[src/rtl/crossbar_allocator.sv]
// Sequential crossbar allocator: per-output round-robin arbitration with packet-long locks.
// Define XBAR_TIMEOUT_EN to build the per-output idle-lock watchdog.
module crossbar_allocator #(
    parameter int unsigned number_ports   = 4,
    parameter int unsigned DEST_W         = $clog2(number_ports),
    parameter int unsigned TIMEOUT_CYCLES = 256
) (
    input  logic                                 clk,
    input  logic                                 rst,
    input  logic [number_ports-1:0]              req_valid,
    input  logic [DEST_W*number_ports-1:0]       req_dest,
    input  logic [number_ports-1:0]              req_last,
    output logic [number_ports-1:0]              req_ready,
    output logic [number_ports*number_ports-1:0] gnt,
    output logic [number_ports*number_ports-1:0] ctr,
    output logic [number_ports-1:0]              out_busy,
    output logic                                 timeout_err
);
    localparam int unsigned N = number_ports;

    if (number_ports < 2 || number_ports > 16 || TIMEOUT_CYCLES < 1) begin : g_param_err
        $error("crossbar_allocator: illegal parameter set");
    end

    typedef enum logic {IN_IDLE = 1'b0, IN_LOCKED = 1'b1} in_state_e;
    typedef enum logic {OUT_FREE = 1'b0, OUT_BUSY = 1'b1} out_state_e;

    in_state_e         in_state_q  [N];
    in_state_e         in_state_d  [N];
    out_state_e        out_state_q [N];
    out_state_e        out_state_d [N];
    logic [DEST_W-1:0] dest_q      [N];
    logic [DEST_W-1:0] dest_d      [N];
    logic [DEST_W-1:0] ptr_q       [N];
    logic [DEST_W-1:0] ptr_d       [N];
    logic [N*N-1:0]    gnt_q, gnt_d;
    logic [N*N-1:0]    ctr_q, ctr_d;
    logic [N-1:0]      release_c;
    logic [N-1:0]      expire_c;
    logic [N-1:0]      cand_c;
    logic [N-1:0]      sel_c;
    logic              found_c;

`ifdef XBAR_TIMEOUT_EN
    localparam int unsigned CNT_W = $clog2(TIMEOUT_CYCLES + 1);

    logic [CNT_W-1:0] cnt_q [N];
    logic [CNT_W-1:0] cnt_d [N];
    logic             err_q, err_d;
    logic [N-1:0]     out_beat_c;

    // Count BUSY cycles with no beat; expiry forces a release like a tail beat.
    always_comb begin
        err_d      = err_q;
        out_beat_c = '0;
        expire_c   = '0;
        for (int o = 0; o < N; o++) begin
            cnt_d[o] = '0;
            for (int i = 0; i < N; i++) begin
                if (gnt_q[o*N+i] && req_valid[i]) begin
                    out_beat_c[o] = 1'b1;
                end
            end
            if (out_state_q[o] == OUT_BUSY && !out_beat_c[o]) begin
                if (cnt_q[o] == CNT_W'(TIMEOUT_CYCLES - 1)) begin
                    expire_c[o] = 1'b1;
                    err_d       = 1'b1;
                end else begin
                    cnt_d[o] = cnt_q[o] + CNT_W'(1);
                end
            end
        end
    end

    always_ff @(posedge clk or posedge rst) begin
        if (rst) begin
            err_q <= 1'b0;
            for (int o = 0; o < N; o++) begin
                cnt_q[o] <= '0;
            end
        end else begin
            err_q <= err_d;
            for (int o = 0; o < N; o++) begin
                cnt_q[o] <= cnt_d[o];
            end
        end
    end

    assign timeout_err = err_q;
`else
    assign expire_c    = '0;
    assign timeout_err = 1'b0;
`endif

    // Release, arbitration of outputs that were FREE this cycle, and control-word build.
    always_comb begin
        gnt_d     = gnt_q;
        release_c = '0;
        cand_c    = '0;
        sel_c     = '0;
        found_c   = 1'b0;
        for (int i = 0; i < N; i++) begin
            in_state_d[i] = in_state_q[i];
            dest_d[i]     = dest_q[i];
        end
        for (int o = 0; o < N; o++) begin
            out_state_d[o] = out_state_q[o];
            ptr_d[o]       = ptr_q[o];
        end

        for (int i = 0; i < N; i++) begin
            if (in_state_q[i] == IN_LOCKED) begin
                if (req_valid[i] && req_last[i]) begin
                    release_c[i] = 1'b1;
                end
                for (int o = 0; o < N; o++) begin
                    if (gnt_q[o*N+i] && expire_c[o]) begin
                        release_c[i] = 1'b1;
                    end
                end
            end
        end

        for (int i = 0; i < N; i++) begin
            if (release_c[i]) begin
                in_state_d[i] = IN_IDLE;
                for (int o = 0; o < N; o++) begin
                    if (gnt_q[o*N+i]) begin
                        out_state_d[o] = OUT_FREE;
                    end
                    gnt_d[o*N+i] = 1'b0;
                end
            end
        end

        for (int o = 0; o < N; o++) begin
            if (out_state_q[o] == OUT_FREE) begin
                for (int c = 0; c < N; c++) begin
                    cand_c[c] = (in_state_q[c] == IN_IDLE) && req_valid[c] &&
                                (req_dest[c*DEST_W +: DEST_W] == DEST_W'(o));
                end
                found_c = 1'b0;
                sel_c   = '0;
                // Two passes give a wrapping search starting at ptr.
                for (int c = 0; c < N; c++) begin
                    if (!found_c && cand_c[c] && (DEST_W'(c) >= ptr_q[o])) begin
                        found_c  = 1'b1;
                        sel_c[c] = 1'b1;
                    end
                end
                for (int c = 0; c < N; c++) begin
                    if (!found_c && cand_c[c]) begin
                        found_c  = 1'b1;
                        sel_c[c] = 1'b1;
                    end
                end
                for (int c = 0; c < N; c++) begin
                    if (sel_c[c]) begin
                        in_state_d[c]  = IN_LOCKED;
                        dest_d[c]      = DEST_W'(o);
                        out_state_d[o] = OUT_BUSY;
                        gnt_d[o*N+c]   = 1'b1;
                        ptr_d[o]       = DEST_W'((c + 1) % N);
                    end
                end
            end
        end

        ctr_d = '0;
        for (int i = 0; i < N; i++) begin
            for (int j = 0; j < N; j++) begin
                ctr_d[i*N+j] = (in_state_d[i] == IN_LOCKED) && (DEST_W'(j) >= dest_d[i]);
            end
        end
    end

    always_ff @(posedge clk or posedge rst) begin
        if (rst) begin
            gnt_q <= '0;
            ctr_q <= '0;
            for (int i = 0; i < N; i++) begin
                in_state_q[i]  <= IN_IDLE;
                dest_q[i]      <= '0;
                out_state_q[i] <= OUT_FREE;
                ptr_q[i]       <= '0;
            end
        end else begin
            gnt_q <= gnt_d;
            ctr_q <= ctr_d;
            for (int i = 0; i < N; i++) begin
                in_state_q[i]  <= in_state_d[i];
                dest_q[i]      <= dest_d[i];
                out_state_q[i] <= out_state_d[i];
                ptr_q[i]       <= ptr_d[i];
            end
        end
    end

    assign gnt = gnt_q;
    assign ctr = ctr_q;

    always_comb begin
        for (int i = 0; i < N; i++) begin
            req_ready[i] = (in_state_q[i] == IN_LOCKED);
            out_busy[i]  = (out_state_q[i] == OUT_BUSY);
        end
    end

endmodule

[config.mk]
export PLATFORM = sky130hd
export DESIGN_NAME = crossbar_allocator
export DESIGN_NICKNAME = d
export VERILOG_FILES = /design/src/rtl/crossbar_allocator.sv
export SDC_FILE = /design/constraint.sdc
export NUM_CORES = 1
export LEC_CHECK = 0
export BUFFER_PORTS_ARGS = -buffer_cell sky130_fd_sc_hd__clkbuf_2
export CORE_ASPECT_RATIO = 1.5
export CORE_UTILIZATION = 35
export DETAILED_ROUTE_END_ITERATION = 12
export PLACE_DENSITY = 0.6
export RECOVER_POWER = 50
export SYNTH_ARGS = -nofsm -noshare
export SYNTH_HDL_FRONTEND = slang
export SYNTH_SLANG_ARGS = --single-unit
[constraint.sdc]
create_clock -name clk -period 2.39 [get_ports clk]
set_input_delay 0.717 -clock clk [delete_from_list [all_inputs] [get_ports clk]]
set_output_delay 0.717 -clock clk [all_outputs]
set_load 0.005 [all_outputs]
==> results.toml, run 1 <==
[critical_path]
cpMostUsedCell = "buf_4"
crit_path_start = "req_dest[4]"
worst_r2r_path_depth = 7
path_buf_inv = 4
timing.rr.end = "ctr[7]"
max_stage_delay_ps = 350
crit_path_end = "ctr[7]"
timing.rr.start = "ctr[11]"
critPathArrivalTime_ps = 2400
critPathSlowestCell = "o2111ai_1"
cp-end-kind = "flip-flop"
crit_cells = 9
startpoint_type = "input port"
crit_chain = "clkbuf_2, buf_4, nor4b_4, buf_4, a21oi_1, o2111ai_1, buf_4, and2_1, nand4_1"
cp.required_ps = 2540
cp_top_family = "buffers and inverters"
crit_type = "input port to flip-flop"
cp_max_fo = 7
ff2ff_setup_slack_ps = 200

[sta]
rsz0062_at_grt = "false"
hold_viol = 0
fin_tns_setup_ps = 0
slew_viol_final = 0
finalCritPeriodShare_pct = 94.49
tightestPinTransition_ps = 1471
max-slew-margin-rel_pct = 1.966
holdWs_ps = 503.9
final.setup.worst_slack_ps = 131.8
skew_ps = 4.253
setup_violations = 0
fin_crit_ps = 2258
timing.fmax_mhz = 442.8

[synth]
synthArstFlopShare_pct = 100.0
synth.distinct_cells = 61
synthFlopType = "dfrtp_1"
ys_seq_area_share_pct = 39.39
ys_ff_latch = 52
synth_nets = 383
netlist_area_um2 = 3303
yosys_warnings = 0
synth_top_area_share_pct = 39.39
synth.area.top_cells = "dfrtp_1 39%, nand2_1 6.6%, a21oi_1 3.2%, o21ai_0 3.2%, a22oi_1 3.0%"
synth.cells.most_frequent = "58 x nand2_1, 52 x dfrtp_1, 21 x a21oi_1, 21 x o21ai_0, 14 x nor2_1"
synth_top_cell_by_area = "dfrtp_1"
yosysMostFrequentCell = "nand2_1"
syn_inst = 365
syn_avg_cell_area_um2 = 9.050
synth_edf_count = 0

[global_route]
grt-ovfl-total = 0
track_usage_pct = 21.89
antenna_found_initial = 0
grt_max_degree = 27
grt_pass1_vias = 3065
grt_first_pass_wirelength_um = 16010

[cts]
post_cts_buffers = 0
cts_hold_buf = 0
cts_tree = "built"
cts_buffer_depth = 2
cts-htree-levels = 2
clkLatencyLatePin_ps = 290
clk_pin_slew_ps = 70
cts_resized = 0
cts_root_buffer = "clkbuf_16"
clkSinkCount = 52
cts_buffers = 5

[cells_and_area]
area_growth_pct = 22.39
fillCellCount = 908
antenna_cells = 0
drive_gt1_share_pct = 26.56
final_nets = 465

[routing]
ant_nets = 0
drc = 0
wl_per_cell_um = 17.91
drt-initial-drc-count = 254
vias = 3197
viasPerCell = 5.709
drt-total-wl_um = 10030
drtPass1Iterations = 5

[job]
drv_cap = 0

[status]
status = "completed"

[place]
gp_congestion = 0.9419
portBuffers = 57
dp_hpwl_um = 7890
dp_slack_ps = -143.0

[floorplanning]
die_h_um = 121.0
coreArea_um2 = 9200
num_io_pins = 59
fp.dieArea_um2 = 9838
initial_core_util_pct = 35.90
dieWidth_um = 81.32
row_count = 43

[min_path]
hold_path_class = "flip-flop to flip-flop"

[pwr]
ir_drop_uv = 481.1
power.leakage_uw = 0.001932
power.density_nw_per_um2 = 946.1
[routing by layer]
| layer | track usage (%) | share of wire [%] |
|---|---|---|
| met4 | 12.61 | 5.1 |
| met5 | 0 | 0 |
| met1 | 26.20 | 40 |
| met2 | 36.20 | 51 |
| met3 | 3.459 | 4.1 |
[cell usage in the layout, fill, tap and decap left out, types with 13 or more instances in the layout]
cell      instances
dfrtp_1          52
nand3_1          13
buf_4            41
clkbuf_2         50
nand2_1          58
inv_1            13
a22oi_1          13
nor2_1           14
a21oi_1          21
o21ai_0          21
[report_power, final]
group	switching, µW	internal [µW]
registers	520	1230
logic	698	647
clock network	317	418
[state kept, by name, indices dropped and copies added (netlist names)]
signal / count
dest_q: 8
out_busy: 4
ctr: 16
ptr_q: 8
gnt: 16
[worst min-delay path by stage]
stage / from / to / slack (ps) / depth (start not counted)
6_report: dest_q[2] / ctr[8] / 500 / 1
5_1_grt: dest_q[2] / ctr[8] / 530 / 1
2_1_floorplan: dest_q[4] / ctr[4] / 450 / 1
3_3_place_gp: dest_q[4] / ctr[4] / 470 / 1
3_5_place_dp: dest_q[4] / ctr[4] / 500 / 1
4_1_cts: rst / out_busy[0] / 480 / 3
[kinds of logic after synthesis]
group	count (synthesis)	share of synthesized area [%]
AO/OA/AOI/OAI	122	25.68
other	1	0.1135
AND/OR/NAND/NOR	152	28.83
flip-flops	52	39.39
buffers and inverters	38	5.985
[layout make-up]
type | instances | area, µm² | share of cell area [%]
flip-flops and latches | 52 | 1301 | 32.19
clock inverters | 1 | 7.507 | 0.1857
well taps | 112 | 140.1 | 3.466
clock buffers | 7 | 142.6 | 3.528
repair buffers | 100 | 591.8 | 14.64
inverters | 13 | 48.80 | 1.207
multi-input cells | 275 | 1810 | 44.78
[worst register-to-register path, delay by kind of cell (launching register included)]
| family | cells | cell delay (ps) |
|---|---|---|
| compound gates | 2 | 430 |
| simple gates | 3 | 710 |
| flops | 1 | 530 |
| buf+inv | 2 | 380 |
[stage by stage]
step | area [µm²] | utilization (%) | std cells | power, µW
2_1_floorplan | 3303 | - | 365 | 2523
3_3_place_gp | 3902 | 42.42 | 552 | 3074
3_5_place_dp | 3902 | 42.42 | 552 | 3113
4_1_cts | 4053 | 44.05 | 560 | 3859
5_1_grt | 4043 | 43.94 | 560 | 4115
6_report | 4043 | 43.94 | 560 | 3825
Note: power is estimated with default switching activity, not from simulation.
==> run 2: changes to the inputs <==
--- a/config.mk
+++ b/config.mk
@@ -9,6 +9,7 @@
 export CORE_ASPECT_RATIO = 1.5
 export CORE_UTILIZATION = 35
 export DETAILED_ROUTE_END_ITERATION = 12
+export MAX_ROUTING_LAYER = met4
 export PLACE_DENSITY = 0.6
 export RECOVER_POWER = 50
 export SYNTH_ARGS = -nofsm -noshare
==> run 2 against run 1 <==
Compared with the run above: the flow now finishes with violations (DRC); setup slack worse by 16 ps; sequential power hardly changed; count of clock-buffer cells in the layout stayed put; total power is 0.26% lower; non-clock buffer count is 3 higher; die area stayed put; sequential share of layout area is 0.23 points lower; global-route usage is 0.37 points higher; design area is 0.71% higher; routed wire length is 0.47% lower.
==> results.toml, run 2 (same netlist as run 1, synthesis figures left out) <==
[cts]
cts_root_buffer = "clkbuf_16"
clkLatencyLatePin_ps = 290
cts_buffers = 5
cts_buffer_depth = 2
clk_pin_slew_ps = 70
cts_resized = 0
clkSinkCount = 52
cts_hold_buf = 0
cts-htree-levels = 2
post_cts_buffers = 0
cts_tree = "built"

[critical_path]
worst_r2r_path_depth = 5
ff2ff_setup_slack_ps = 130
startpoint_type = "input port"
timing.rr.start = "ctr[11]"
timing.rr.end = "ctr[3]"
critPathArrivalTime_ps = 2430
cp-end-kind = "flip-flop"
cp.required_ps = 2550
cp_max_fo = 5
crit_type = "input port to flip-flop"

[place]
gp_congestion = 0.9459
dp_hpwl_um = 7955
dp_slack_ps = -111.0
portBuffers = 57

[job]
drv_cap = 0

[sta]
rsz0062_at_grt = "false"
max-slew-margin-rel_pct = 10.42
skew_ps = 4.694
slew_viol_final = 0
tightestPinTransition_ps = 1344
timing.fmax_mhz = 439.8
fin_crit_ps = 2274
hold_viol = 0
final.setup.worst_slack_ps = 116.3
setup_violations = 0
finalCritPeriodShare_pct = 95.14

[routing]
ant_nets = 0
wl_per_cell_um = 17.73
drtPass1Iterations = 8
drc = 2
viasPerCell = 5.680
drt-initial-drc-count = 254
vias = 3198
drt-total-wl_um = 9984

[global_route]
grtUsageMet2_pct = 36.67
antenna_found_initial = 0
gr-usage-met1_pct = 25.93
grt_pass1_vias = 3115
busiest_layer = "met2"
grt_first_pass_wirelength_um = 15870
grt-ovfl-total = 0
track_usage_pct = 22.26
grt_max_degree = 26
met3_usage_pct = 2.932

[pwr]
ir_drop_uv = 548.8
power.leakage_uw = 0.001949
totalPowerFinal_uw = 3815
power.density_nw_per_um2 = 937.0

[cells_and_area]
area_growth_pct = 23.26
antenna_cells = 0
final_cell_mix = "58 x nand2_1, 52 x dfrtp_1, 50 x clkbuf_2, 43 x buf_4"
final_nets = 468
drive_gt1_share_pct = 26.83
mostFrequentLayoutCell = "nand2_1"

[floorplanning]
die_h_um = 121.0
num_io_pins = 59
coreArea_um2 = 9200
dieWidth_um = 81.32
fp.dieArea_um2 = 9838
initial_core_util_pct = 35.90
row_count = 43

[status]
violations = "DRC"
status = "complete, but fails checks"

[min_path]
hold_path_class = "input port to asynchronous set/reset pin"
run 2: cell count changes in the layout (fill, tap and decap cells not counted), sizes merged:
cell / change
buf: +3
run 2: worst max-delay path, cell delays in order:
cell	delay [ps]
clkbuf_2	150
nor4bb_1	600
a22oi_1	190
a21oi_2	190
nor2_1	60
or4b_1	510
run 2: worst max-delay path by stage:
stage	from	endpoint	slack (ps)	cells past startpoint
floorplan	req_dest[5]	ctr[3]	150	6
finish	req_dest[5]	ctr[3]	120	6
global placement	req_dest[5]	ctr[3]	-110	6
CTS	req_dest[5]	dest_q[1]	180	8
detailed placement	req_dest[4]	ctr[7]	-110	9
global route	req_dest[5]	ctr[3]	50	6
run 2: routing by layer:
metal	vias to the layer above	wire, µm
li1	1546	-
met1	1547	3987
met2	76	5179
met3	29	296
met4	0	520
met5	-	0
run 2: final cells by class:
cell class	instances	area [µm²]
clock buffer	7	142.6
clock inverter	1	7.507
fill	913	5129
inverter	13	48.80
multi-input combinational	275	1804
sequential	52	1301
tap	112	140.1
timing repair buffer	103	626.9
run 2: metrics by stage:
stage / cells / hold WS (ps) / utilization, % / TNS [ps] / area, µm²
6_report: 563 / 364.1 / 44.25 / 0 / 4071
5_1_grt: 563 / 405.3 / 44.25 / 0 / 4071
4_1_cts: 563 / 321.8 / 44.57 / 0 / 4100
3_5_place_dp: 555 / 483.4 / 42.93 / -652.0 / 3950
3_3_place_gp: 555 / 470.5 / 42.93 / -635.4 / 3950
2_1_floorplan: 365 / 453.4 / - / 0 / 3303
run 2: where the power goes:
| group | internal [µW] | leakage, µW | total [µW] | switching [µW] |
|---|---|---|---|---|
| clock network | 418 | 0.0000701 | 735 | 317 |
| logic | 651 | 0.00123 | 1340 | 691 |
| registers | 1230 | 0.000654 | 1740 | 513 |
==> run 3: changes to the inputs <==
--- a/config.mk
+++ b/config.mk
@@ -6,11 +6,13 @@
 export NUM_CORES = 1
 export LEC_CHECK = 0
 export BUFFER_PORTS_ARGS = -buffer_cell sky130_fd_sc_hd__clkbuf_2
+export CELL_PAD_IN_SITES_DETAIL_PLACEMENT = 1
+export CELL_PAD_IN_SITES_GLOBAL_PLACEMENT = 1
 export CORE_ASPECT_RATIO = 1.5
 export CORE_UTILIZATION = 35
 export DETAILED_ROUTE_END_ITERATION = 12
 export MAX_ROUTING_LAYER = met4
-export PLACE_DENSITY = 0.6
+export PLACE_DENSITY = 0.74
 export RECOVER_POWER = 50
 export SYNTH_ARGS = -nofsm -noshare
 export SYNTH_HDL_FRONTEND = slang
==> constraint.sdc (replaced) <==
create_clock -name clk -period 2.4 [get_ports clk]
set_input_delay 0.72 -clock clk [delete_from_list [all_inputs] [get_ports clk]]
set_output_delay 0.72 -clock clk [all_outputs]
set_load 0.005 [all_outputs]
==> run 3 against run 2 <==
Compared with the run above: the flow now finishes without violations; highest routed layer unchanged; count of clock-buffer cells in the layout down 2; first-iteration DRC count down 43%; sequential share of layout area down 0.30 points.
==> results.toml, run 3 (same netlist as run 1, synthesis figures left out) <==
[cts]
post_cts_buffers = 0
cts_buffer_depth = 2
cts_buffers = 5
clkLatencyLatePin_ps = 300
clk_pin_slew_ps = 70
cts_tree = "built"
cts_hold_buf = 0
cts-htree-levels = 2
clkSinkCount = 52
cts_resized = 0
cts_root_buffer = "clkbuf_16"

[sta]
final.setup.worst_slack_ps = 169.2
skew_ps = 8.038
finalCritPeriodShare_pct = 92.95
tightestPinTransition_ps = 852.1
setup_violations = 0
hold_viol = 0
slew_viol_final = 0
rsz0062_at_grt = "false"
fin_crit_ps = 2231
fin_tns_setup_ps = 0
max-slew-margin-rel_pct = 43.19
timing.fmax_mhz = 448.3

[cells_and_area]
seq_area_um2 = 1301
area_growth_pct = 24.43
final_nets = 470
fillCellCount = 1110
multi_input_area_um2 = 1804
antenna_cells = 0
final_cell_mix = "58 x nand2_1, 52 x dfrtp_1, 48 x clkbuf_2, 47 x buf_4"
stdcell_area_um2 = 4110
mostFrequentLayoutCell = "nand2_1"
drive_gt1_share_pct = 26.99

[floorplanning]
coreArea_um2 = 9200
row_count = 43
dieWidth_um = 81.32
die_h_um = 121.0
fp.dieArea_um2 = 9838
initial_core_util_pct = 35.90
num_io_pins = 59

[critical_path]
critPathArrivalTime_ps = 2430
timing.rr.end = "dest_q[1]"
critPathSlowestCell = "dfrtp_1"
crit_type = "flip-flop to flip-flop"
cp.required_ps = 2600
ff2ff_setup_slack_ps = 170
startpoint_type = "flip-flop"
cp_max_fo = 14
cp-end-kind = "flip-flop"
timing.rr.start = "ctr[3]"
worst_r2r_path_depth = 7
crit_chain = "nor4b_4, buf_4, buf_4, a21o_1, a2111oi_2, nor2_1, a21o_1"
max_stage_delay_ps = 590

[min_path]
hold_path_class = "flip-flop to flip-flop"
worstHoldEndpoint = "ctr[4]"
worstHoldStart = "dest_q[4]"
hold_path_depth = 1

[routing]
wl_met2_um = 6071
route.top_layer_used = "met4"
drt-total-wl_um = 11130
drt-met1-wl_um = 4411
drtPass1Iterations = 4
wl_per_cell_um = 19.74
viasPerCell = 5.809
drc = 0
drt-initial-drc-count = 145
vias = 3276
route.met3.wl_um = 349
ant_nets = 0

[global_route]
track_usage_pct = 25.23
grt_max_degree = 34
antenna_found_initial = 0
grt-ovfl-total = 0
grt_first_pass_wirelength_um = 18090
grt_pass1_vias = 3466

[pwr]
power.leakage_uw = 0.001969
power_frac_comb_pct = 34.4
power.share.clock_pct = 22.8
ir_drop_uv = 584.2
switchingPower_uw = 1586
cellInternalPower_uw = 2465
switching_share_pct = 39.15
power_frac_seq_pct = 42.8
power.density_nw_per_um2 = 985.7

[place]
gp_congestion = 0.8776
portBuffers = 57
place_area_um2 = 3953
dp_slack_ps = -68.25
dp_hpwl_um = 8875

[status]
status = "completed"

[job]
drv_cap = 0
-- run 3: through the flow --
step                      hold slack, ps  instances  total power (µW)  utilization (%)
after floorplan                    453.4        365              2512                -
after CTS                          424.0        564              4098            44.97
final                              497.2        564              4051            44.68
after detailed placement           495.3        557              3156            42.96
after global routing               528.9        564              4331            44.68
after global placement             474.7        557              3069            42.96
-- run 3: worst max-delay path, delay by kind of cell, from the launching register on --
kind                   cells  cell delay (ps)
DFF                        1              590
and+or+nand+nor            2              310
AOI/OAI and AO/OA          3              930
buffers and inverters      2              320
-- run 3: per-layer routing --
layer	GRT usage, %	vias to the layer above
met5	-	-
met4	9.710	0
met3	2.707	14
met2	44.38	70
met1	28.61	1644
li1	-	1548
-- run 3: power by group through the flow --
stage | combinational [µW] | sequential [µW] | clock, µW
global placement | 1350 | 1710 | 0
CTS | 1420 | 1730 | 945
floorplan | 1020 | 1490 | 0
global route | 1560 | 1800 | 974
detailed placement | 1410 | 1750 | 0
finish | 1390 | 1730 | 925
-- run 3: how the worst max path moves through the flow --
stage                       startpoint         to  cells after the start
after floorplan            req_dest[5]     ctr[3]                      6
after global placement    req_valid[0]  dest_q[1]                      8
after detailed placement  req_valid[0]  dest_q[1]                      8
after CTS                       ctr[3]  dest_q[1]                      7
after global routing            ctr[3]  dest_q[1]                      7
final                           ctr[3]  dest_q[1]                      7
-- run 3: area by class of cell --
type                            count  area share [%]
Clock buffer                        5           3.044
Clock inverter                      2           1.461
Inverter                           13           1.187
Multi-Input combinational cell    275           43.90
Sequential cell                    52           31.66
Tap cell                          112           3.409
Timing Repair Buffer              105           15.34
